==> src/rtl/branch_resolve_unit.sv <==
// EX-stage branch resolution: carries the fetch prediction and PC+1 through ID/EX,
// resolves BEQ/BNE/JR, drives redirect/flush back to fetch and keeps branch statistics.
module branch_resolve_unit #(
  parameter int CNT_W = 16
) (
  input  logic             clk,
  input  logic             rst,
  input  logic             if_valid,
  input  logic             if_prediction,
  input  logic [31:0]      if_pc1,
  input  logic             stall,
  input  logic [5:0]       ex_opcode,
  input  logic             ex_is_jr,
  input  logic             ex_equal,
  input  logic [31:0]      ex_branch_target,
  input  logic [31:0]      ex_rs_val,
  output logic             BranchSignal,
  output logic             JRSignal,
  output logic             Hit,
  output logic [31:0]      redirect_address,
  output logic             flush,
  output logic [CNT_W-1:0] branch_count,
  output logic [CNT_W-1:0] mispredict_count
);

  localparam logic [5:0]       OP_BEQ  = 6'h04;
  localparam logic [5:0]       OP_BNE  = 6'h05;
  localparam logic [CNT_W-1:0] CNT_MAX = '1;

  logic             idValid_q, idValid_d;
  logic             idPred_q, idPred_d;
  logic [31:0]      idPc1_q, idPc1_d;
  logic             exValid_q, exValid_d;
  logic             exPred_q, exPred_d;
  logic [31:0]      exPc1_q, exPc1_d;
  logic [CNT_W-1:0] branchCnt_q, branchCnt_d;
  logic [CNT_W-1:0] mispredCnt_q, mispredCnt_d;
  logic             isBranch;
  logic             taken;

  // Resolution is purely combinational so fetch can redirect in the resolving cycle.
  always_comb begin
    isBranch         = (ex_opcode == OP_BEQ) || (ex_opcode == OP_BNE);
    taken            = (ex_opcode == OP_BEQ) ? ex_equal : ~ex_equal;
    BranchSignal     = exValid_q & isBranch;
    JRSignal         = exValid_q & ex_is_jr & ~isBranch;
    Hit              = ~BranchSignal | (taken == exPred_q);
    flush            = JRSignal | (BranchSignal & ~Hit);
    redirect_address = '0;
    if (JRSignal) begin
      redirect_address = ex_rs_val;
    end else if (BranchSignal && !Hit) begin
      redirect_address = taken ? ex_branch_target : exPc1_q;
    end
  end

  always_comb begin
    idValid_d    = idValid_q;
    idPred_d     = idPred_q;
    idPc1_d      = idPc1_q;
    exValid_d    = exValid_q;
    exPred_d     = exPred_q;
    exPc1_d      = exPc1_q;
    branchCnt_d  = branchCnt_q;
    mispredCnt_d = mispredCnt_q;

    // Flush beats stall: both stages empty regardless of the hazard unit.
    if (flush) begin
      idValid_d = 1'b0;
      exValid_d = 1'b0;
    end else if (stall) begin
      exValid_d = 1'b0;
    end else begin
      idValid_d = if_valid;
      idPred_d  = if_prediction;
      idPc1_d   = if_pc1;
      exValid_d = idValid_q;
      exPred_d  = idPred_q;
      exPc1_d   = idPc1_q;
    end

    if (BranchSignal && (branchCnt_q != CNT_MAX)) begin
      branchCnt_d = branchCnt_q + CNT_W'(1);
    end
    if (BranchSignal && !Hit && (mispredCnt_q != CNT_MAX)) begin
      mispredCnt_d = mispredCnt_q + CNT_W'(1);
    end
  end

  always_ff @(posedge clk) begin
    if (!rst) begin
      idValid_q    <= 1'b0;
      idPred_q     <= 1'b0;
      idPc1_q      <= '0;
      exValid_q    <= 1'b0;
      exPred_q     <= 1'b0;
      exPc1_q      <= '0;
      branchCnt_q  <= '0;
      mispredCnt_q <= '0;
    end else begin
      idValid_q    <= idValid_d;
      idPred_q     <= idPred_d;
      idPc1_q      <= idPc1_d;
      exValid_q    <= exValid_d;
      exPred_q     <= exPred_d;
      exPc1_q      <= exPc1_d;
      branchCnt_q  <= branchCnt_d;
      mispredCnt_q <= mispredCnt_d;
    end
  end

  assign branch_count     = branchCnt_q;
  assign mispredict_count = mispredCnt_q;

endmodule

==> config.mk <==
export PLATFORM = sky130hd
export DESIGN_NAME = branch_resolve_unit
export DESIGN_NICKNAME = d
export VERILOG_FILES = /design/src/rtl/branch_resolve_unit.sv
export SDC_FILE = /design/constraint.sdc
export NUM_CORES = 1
export LEC_CHECK = 0
export CAP_MARGIN = 20
export CORE_MARGIN = 2
export CORE_UTILIZATION = 40
export CTS_BUF_LIST = sky130_fd_sc_hd__clkbuf_4
export DETAILED_ROUTE_END_ITERATION = 7
export GPL_TIMING_DRIVEN = 0
export HOLD_SLACK_MARGIN = 0.15
export PLACE_DENSITY_LB_ADDON = 0.3
export RECOVER_POWER = 25
export SYNTH_ARGS = -nofsm -noshare
export SYNTH_HDL_FRONTEND = slang
export SYNTH_SLANG_ARGS = --single-unit
==> constraint.sdc <==
create_clock -name clk -period 3.4 [get_ports clk]
set_input_delay 0.68 -clock clk [delete_from_list [all_inputs] [get_ports clk]]
set_output_delay 0.68 -clock clk [all_outputs]
set_load 0.005 [all_outputs]
==> key figures, run 1 <==
Run status
  • Status: completed

Placed design
  • Dpl cells: ~1,100
  • Placer Congestion: 0.840
  • Count of input and output buffers: 175
  • HPWL Detailed: 14.2 mm
  • Area after DPL: roughly 8000 um2

Layout
  • Area taken by multi-input logic gates: 3730 um2
  • Non-filler instance count after layout: 1,164
  • Most common library cell in the layout ignoring fill and taps: nand2_1
  • Most frequent cells in the layout: 213 x nand2_1, 126 x clkdlybuf4s50_1, 100 x dfxtp_1, 72 x mux2i_1, 71 x nand2b_1
  • FF+latch area: 2000 um2
  • Final instance area: ~8400 um2
  • Area Overhead vs Synth: 41.3%
  • Share of layout cells above drive strength 1: 8.07%
  • Fin util: 57.7%
  • Fin nets: 1,085
  • Fillers: 1,369

STA
  • Slew headroom: 55.7%
  • Max Slew Vio Count: 0
  • RSZ-0062 raised after global routing: true
  • Achievable Freq: 299 MHz
  • Crit path time final: 3.34 ns
  • Setup Total Neg Slack: 0 ns
  • Hold Fails Final Rpt: 0
  • Least-Margin Pin Slew: 0.665 ns
  • Endpoints failing setup: 0
  • Clk_skew: 0.0259 ns
  • Period Utilization, post-route: 98.4%

Floorplan
  • Core area: about 14,000 um2
  • Initial Utilization: 40.8%
  • Total Die Area: 15,800 um2
  • Cell row count: 44
  • Die height: 126 um
  • Die W: 126 um
  • I/O pins: 177

Setup path
  • Slowest cell on crit path: or4b_4
  • CP max stage delay: ~0.59 ns
  • Worst Setup End Kind: output port
  • Arrival time at the worst endpoint: 2.66 ns
  • Worst r2r src: mispredict_count[0]$_SDFFE_PN0P_
  • Critical path type: input port to output port
  • Critical path startpoint: ex_opcode[0]
  • CP cell instances: dlygate4sd2_1 -> or4b_4 -> clkbuf_16 -> a211oi_2 -> nor2_2 -> o21ai_1 -> clkdlybuf4s50_1
  • Critical path required time: 2.72 ns
  • Critical path's top delay family: buffers and inverters
  • CP max FO: 10
  • Worst path bufs/invs: 3
  • Worst R2R Setup Slack: 1.06 ns
  • Crit start category: input port

Synthesis
  • Synth async-reset ratio: 0%
  • Yosys warns: 0
  • Post-Synthesis Net Count: 897
  • Synth top area cells: dfxtp_1 34%, nand2_1 14%, mux2i_1 12%, nand2b_1 7.5%, a211oi_1 4.1%
  • Synthesis-stage register bit count: 100
  • Post-synthesis compound-gate area fraction: 16.9%
  • Yosys cell types: 41
  • Top FF cell, synth: dfxtp_1
  • Synth Area in Adders: 0.423%
  • Mux cell area share after synthesis: about an eighth
  • Synth top area share: around a third
  • XOR/XNOR Fraction of Synth Area: 0.402%
  • Leading area contributor after synthesis: dfxtp_1
  • Post-Synth Simple-Gate Area: a little under a third
  • Largest family of logic cells by synthesized area: simple AND/OR/NAND/NOR gates
  • EDFF count, synth: 0
  • Netlist Area Pre-Place: 5910 um2
  • Syn avg cell area: roughly 7.5 um2
  • Register area share after synthesis: 33.8%
  • Post-Synthesis Cells: 786

Worst hold path
  • Hold Crit Start: idPc1_q[18]$_SDFFE_PN0P_
  • Class of the worst hold path: flop to flop

Clocking
  • Clk pin slew, worst setup/hold paths: 0.16 ns
  • Sink Count: 100
  • Root Buffer: clkbuf_4
  • Clock buffer depth: 2
  • # H-tree levels: 3
  • Latest clock arrival within the worst-skew pair: roughly 0.48 ns
  • Number of buffers created by CTS: 9
  • CTS tree: built
  • Cts-stage hold buffer count: 0

Routing
  • Vias per std cell: 5.45
  • Wirelength, routed: approximately 19 mm
  • ANT nets after route: 0
  • DR pass1 iterations: 5
  • DRC errors left: 0
  • Routed via count: 6,342
  • DR iter-0 viols: 475
  • DR WL/cell: 16.3 um

Global route
  • GRT Total Usage: 23.2%
  • Vias in the first global route: about 5,800
  • Largest net degree at the start of global routing: 18
  • Remaining Overflow, GRT: 0
  • First-pass GRT wire length: 29.8 mm
  • Initial antenna violation count: 1

Power
  • Worst IR Drop VDD: 0.148 mV
  • Power Dens Cells: approximately 290 nW/um2
  • Pleak: 3.41 nW

Flow run
  • Max-capacitance violation count: 0
cell usage after synthesis, types with 4 or more instances:
| cell type | number |
|---|---|
| inv_1 | 5 |
| a21oi_1 | 22 |
| a211oi_1 | 32 |
| a22oi_1 | 32 |
| nand3_1 | 13 |
| nand2_1 | 213 |
| clkbuf_1 | 58 |
| or3_1 | 6 |
| o41ai_1 | 4 |
| or4_1 | 16 |
| mux2i_1 | 72 |
| dfxtp_1 | 100 |
| nor2_1 | 34 |
| nand2b_1 | 71 |
| o31ai_1 | 15 |
| o21ai_0 | 38 |
| nand4_1 | 11 |
| nor4_1 | 7 |
flip-flops by register name (all words and copies together) (netlist names):
name,flops
idValid_q,1
idPc1_q,32
exPred_q,1
exPc1_q,32
idPred_q,1
exValid_q,1
branch_count,16
mispredict_count,16
through the flow:
stage	setup WS, ns	total power [mW]	hold slack (ns)
final	0.0555	2.40	0.469
after global routing	-0.00891	2.49	0.484
after CTS	0.00760	2.40	0.466
after detailed placement	-1.13	1.66	0.461
after global placement	-1.10	1.66	0.455
after floorplan	0.657	1.45	0.435
final timing paths:
| kind | to | depth (start not counted) |
|---|---|---|
| worst max-delay path | redirect_address[22] | 7 |
| worst min-delay path | exPc1_q[18]$_SDFFE_PN0P_ | 2 |
| worst max register to register | mispredict_count[2]$_SDFFE_PN0P_ | 7 |
| worst min register to register | exPc1_q[18]$_SDFFE_PN0P_ | 2 |
layer usage:
layer / wire length, um / vias up / track usage (%)
li1: - / 3156 / -
met1: 8720 / 2940 / 32.5
met2: 8680 / 227 / 36.9
met3: 1310 / 19 / 4.36
met4: 246 / 0 / 5.42
met5: 0 / - / 0
tightest hold or removal path, cell delays in order, from the launching register on:
cell	delay [ns]
dfxtp_1	0.33
nand2_1	0.06
mux2i_1	0.06
power breakdown:
part / switching, mW / internal [mW]
clock network: 0.428 / 0.302
registers: 0.0198 / 1.21
logic: 0.207 / 0.226
total: 0.655 / 1.74
final cells by class:
type | count | area share (%)
multi-input combinational | 615 | 44.7
sequential | 100 | 24.0
timing repair buffer | 181 | 21.9
buffer | 61 | 4.37
tap | 184 | 2.76
clock inverter | 7 | 1.18
clock buffer | 9 | 0.809
inverter | 6 | 0.270
antenna | 1 | 0.0299
logic make-up (layout without fill, tap and decap cells):
group,count (synthesis),count (layout)
mux,72,72
simple gates,389,389
buf+inv,71,264
compound gates,151,151
fa+ha+maj,2,2
other cells,0,1
flops,100,100
xor+xnor,1,1
timing repair:
action / CTS / global route
gates resized for setup: 65 / 67
endpoints found under the hold margin: 0 / 0
buffers inserted: 4 / 2
pin swaps: 5 / 3
endpoints found under the setup margin: 36 / 29
Note: power is estimated with default switching activity, not from simulation.
==> run 2, diff against run 1 <==
- CORE_MARGIN: 2 -> default
==> run 2 against run 1 <==
  * The flow now finishes with violations (negative setup slack)
  * Clock power fell by 13%
  * Critical path depth did not move
  * Combinational power barely moved
  * Highest routed layer unchanged
==> key figures, run 2 (synthesis results as in run 1) <==
Placed design
  • Placer Congestion: 0.837
  • Dpl cells: 1,146
  • HPWL Detailed: 13.8 mm
  • Count of input and output buffers: 175
  • DP Worst Slack: -1.15 ns

Global route
  • Initial antenna violation count: 0
  • GRT Total Usage: 24.8%
  • Remaining Overflow, GRT: 0
  • First-pass GRT wire length: 29.1 mm
  • Vias in the first global route: 5,651
  • Largest net degree at the start of global routing: 17

Worst hold path
  • Class of the worst hold path: flop to flop
  • Hold Crit Depth: 2
  • Hold Crit Start: idPc1_q[9]$_SDFFE_PN0P_

Floorplan
  • Initial Utilization: 40.8%
  • Total Die Area: 15,300 um2
  • Cell row count: 44
  • Core area: 14,500 um2
  • Die W: around 120 um
  • Die height: 124 um
  • I/O pins: 177

STA
  • Clk_skew: ~0.013 ns
  • Period Utilization, post-route: 100%
  • Hold Fails Final Rpt: 0
  • Crit path time final: 3.41 ns
  • RSZ-0062 raised after global routing: true
  • Hold_ws: 0.478 ns
  • Setup WS post-layout: -0.0107 ns
  • Endpoints failing setup: 1
  • Least-Margin Pin Slew: just under 0.8 ns
  • Slew headroom: between 40% and 50%
  • Achievable Freq: 293 MHz
  • Max Slew Vio Count: 0

Power
  • Worst IR Drop VDD: 0.156 mV
  • Pleak: 3.59 nW
  • Power Dens Cells: 276 nW/um2
  • Total Power: 2.30 mW

Clocking
  • Clock buffer depth: 2
  • Root Buffer: clkbuf_4
  • Sink Count: 100
  • Number of buffers created by CTS: 9
  • Latest clock arrival within the worst-skew pair: 0.48 ns
  • CTS tree: built
  • Clk pin slew, worst setup/hold paths: 0.14 ns
  • # H-tree levels: 3

Setup path
  • Worst R2R End: idPc1_q[19]$_SDFFE_PN0P_
  • CP cell instances: dlygate4sd2_1 -> or4b_4 -> clkbuf_8 -> a211oi_1 -> nor2_1 -> o21ai_1 -> clkdlybuf4s50_1
  • Critical path type: input port to output port
  • Worst path bufs/invs: 3
  • Slowest cell on crit path: or4b_4
  • CP max stage delay: ~0.64 ns
  • Critical path's top delay family: buffers and inverters
  • Critical path startpoint: ex_opcode[0]
  • CP max FO: 10
  • Arrival time at the worst endpoint: 2.73 ns
  • Worst Setup End Kind: output port
  • Critical path required time: ~2.7 ns
  • Worst r2r src: exPred_q$_SDFFE_PN0P_
  • Worst path depth: 7
  • Crit start category: input port
  • R2R depth: 6
  • Worst R2R Setup Slack: just over 0.8 ns
  • Termination of the worst setup path: redirect_address[1]

Layout
  • Non-filler instance count after layout: 1,166
  • Area Overhead vs Synth: 40.7%
  • Most frequent cells in the layout: 213 x nand2_1, 120 x clkdlybuf4s50_1, 100 x dfxtp_1, 72 x mux2i_1, 71 x nand2b_1
  • Share of layout cells above drive strength 1: just under 7%
  • Most common library cell in the layout ignoring fill and taps: nand2_1
  • Largest regs: exPc1_q (32), idPc1_q (32)
  • Fin nets: 1,087
  • Fin util: 57.5%

Routing
  • DR pass1 iterations: 5
  • DR WL/cell: 16.2 um
  • DRC errors left: 0
  • ANT nets after route: 0
  • Wirelength, routed: 18.9 mm
  • DR iter-0 viols: 403
  • Routed via count: approximately 6,300
  • Vias per std cell: 5.41

Flow run
  • Max-capacitance violation count: 0

Run status
  • Failing checks: negative setup slack
  • Status: finished with violations
[run 2: cell types whose count changed in the layout (fill, tap and decap cells not counted), moves of 6 or more]
cell             previous run  this run
buf_4                      16         3
clkbuf_8                    1         8
clkdlybuf4s50_1           126       120
dlygate4sd3_1              27        21
dlymetal6s2s_1             14        24
o21ai_0                    26        33
o21ai_1                    12         5
[run 2: worst register-to-register path, stage by stage (launching register included)]
cell and delay (ns):
dfxtp_1 0.38, xor3_1 0.48, nand3_4 0.18, nor3b_1 0.36, clkbuf_1 0.64, buf_6 0.28, mux2i_1 0.22
[run 2: worst min path at each step]
stage,to,slack [ns]
2_1_floorplan,exPred_q$_SDFFE_PN0P_,0.44
3_3_place_gp,exPc1_q[10]$_SDFFE_PN0P_,0.46
3_5_place_dp,exPc1_q[10]$_SDFFE_PN0P_,0.46
4_1_cts,idPc1_q[7]$_SDFFE_PN0P_,0.48
5_1_grt,exPc1_q[15]$_SDFFE_PN0P_,0.48
6_report,exPc1_q[9]$_SDFFE_PN0P_,0.48
[run 2: final cells by class]
type                            count  area, um2
Sequential cell                   100       2000
Clock inverter                      7       66.3
Timing Repair Buffer              182       1860
Tap cell                          184        230
Inverter                            6       22.5
Buffer                             62        378
Multi-Input combinational cell    615       3690
Fill cell                        1376       6160
Clock buffer                        9       67.6
Antenna cell                        1       2.50
[run 2: repair_timing]
action / in CTS / in global routing
setup endpoints to repair: 36 / 27
hold buffers: 0 / 0
gates resized for setup: 67 / 46
setup buffers: 4 / 1
cloned: 1 / 0
pin swaps: 5 / 1
[run 2: per-stage QoR]
| stage | setup TNS (ns) | cell area [um2] |
|---|---|---|
| after floorplan | 0 | 5910 |
| final | -0.0107 | 8320 |
| after detailed placement | -34.82 | 7900 |
| after CTS | -0.0399 | 8240 |
| after global routing | -0.300 | 8320 |
| after global placement | -33.87 | 7900 |
[run 2: power breakdown]
group	internal (mW)	switching, mW	leakage (nW)
clock network	0.222	0.413	0.0775
logic	0.225	0.206	2.69
registers	1.21	0.0196	0.815
[run 2: routing by layer]
layer  routed length (um)  GRT usage, %  share of wire [%]  vias to the layer above
met3                 1290          4.67                6.8                       26
met1                 8740          34.4                 46                     2913
li1                     -             -                  -                     3142
met4                  317          7.45                1.7                        0
met5                    0             0                  0                        -
met2                 8520          38.9                 45                      226
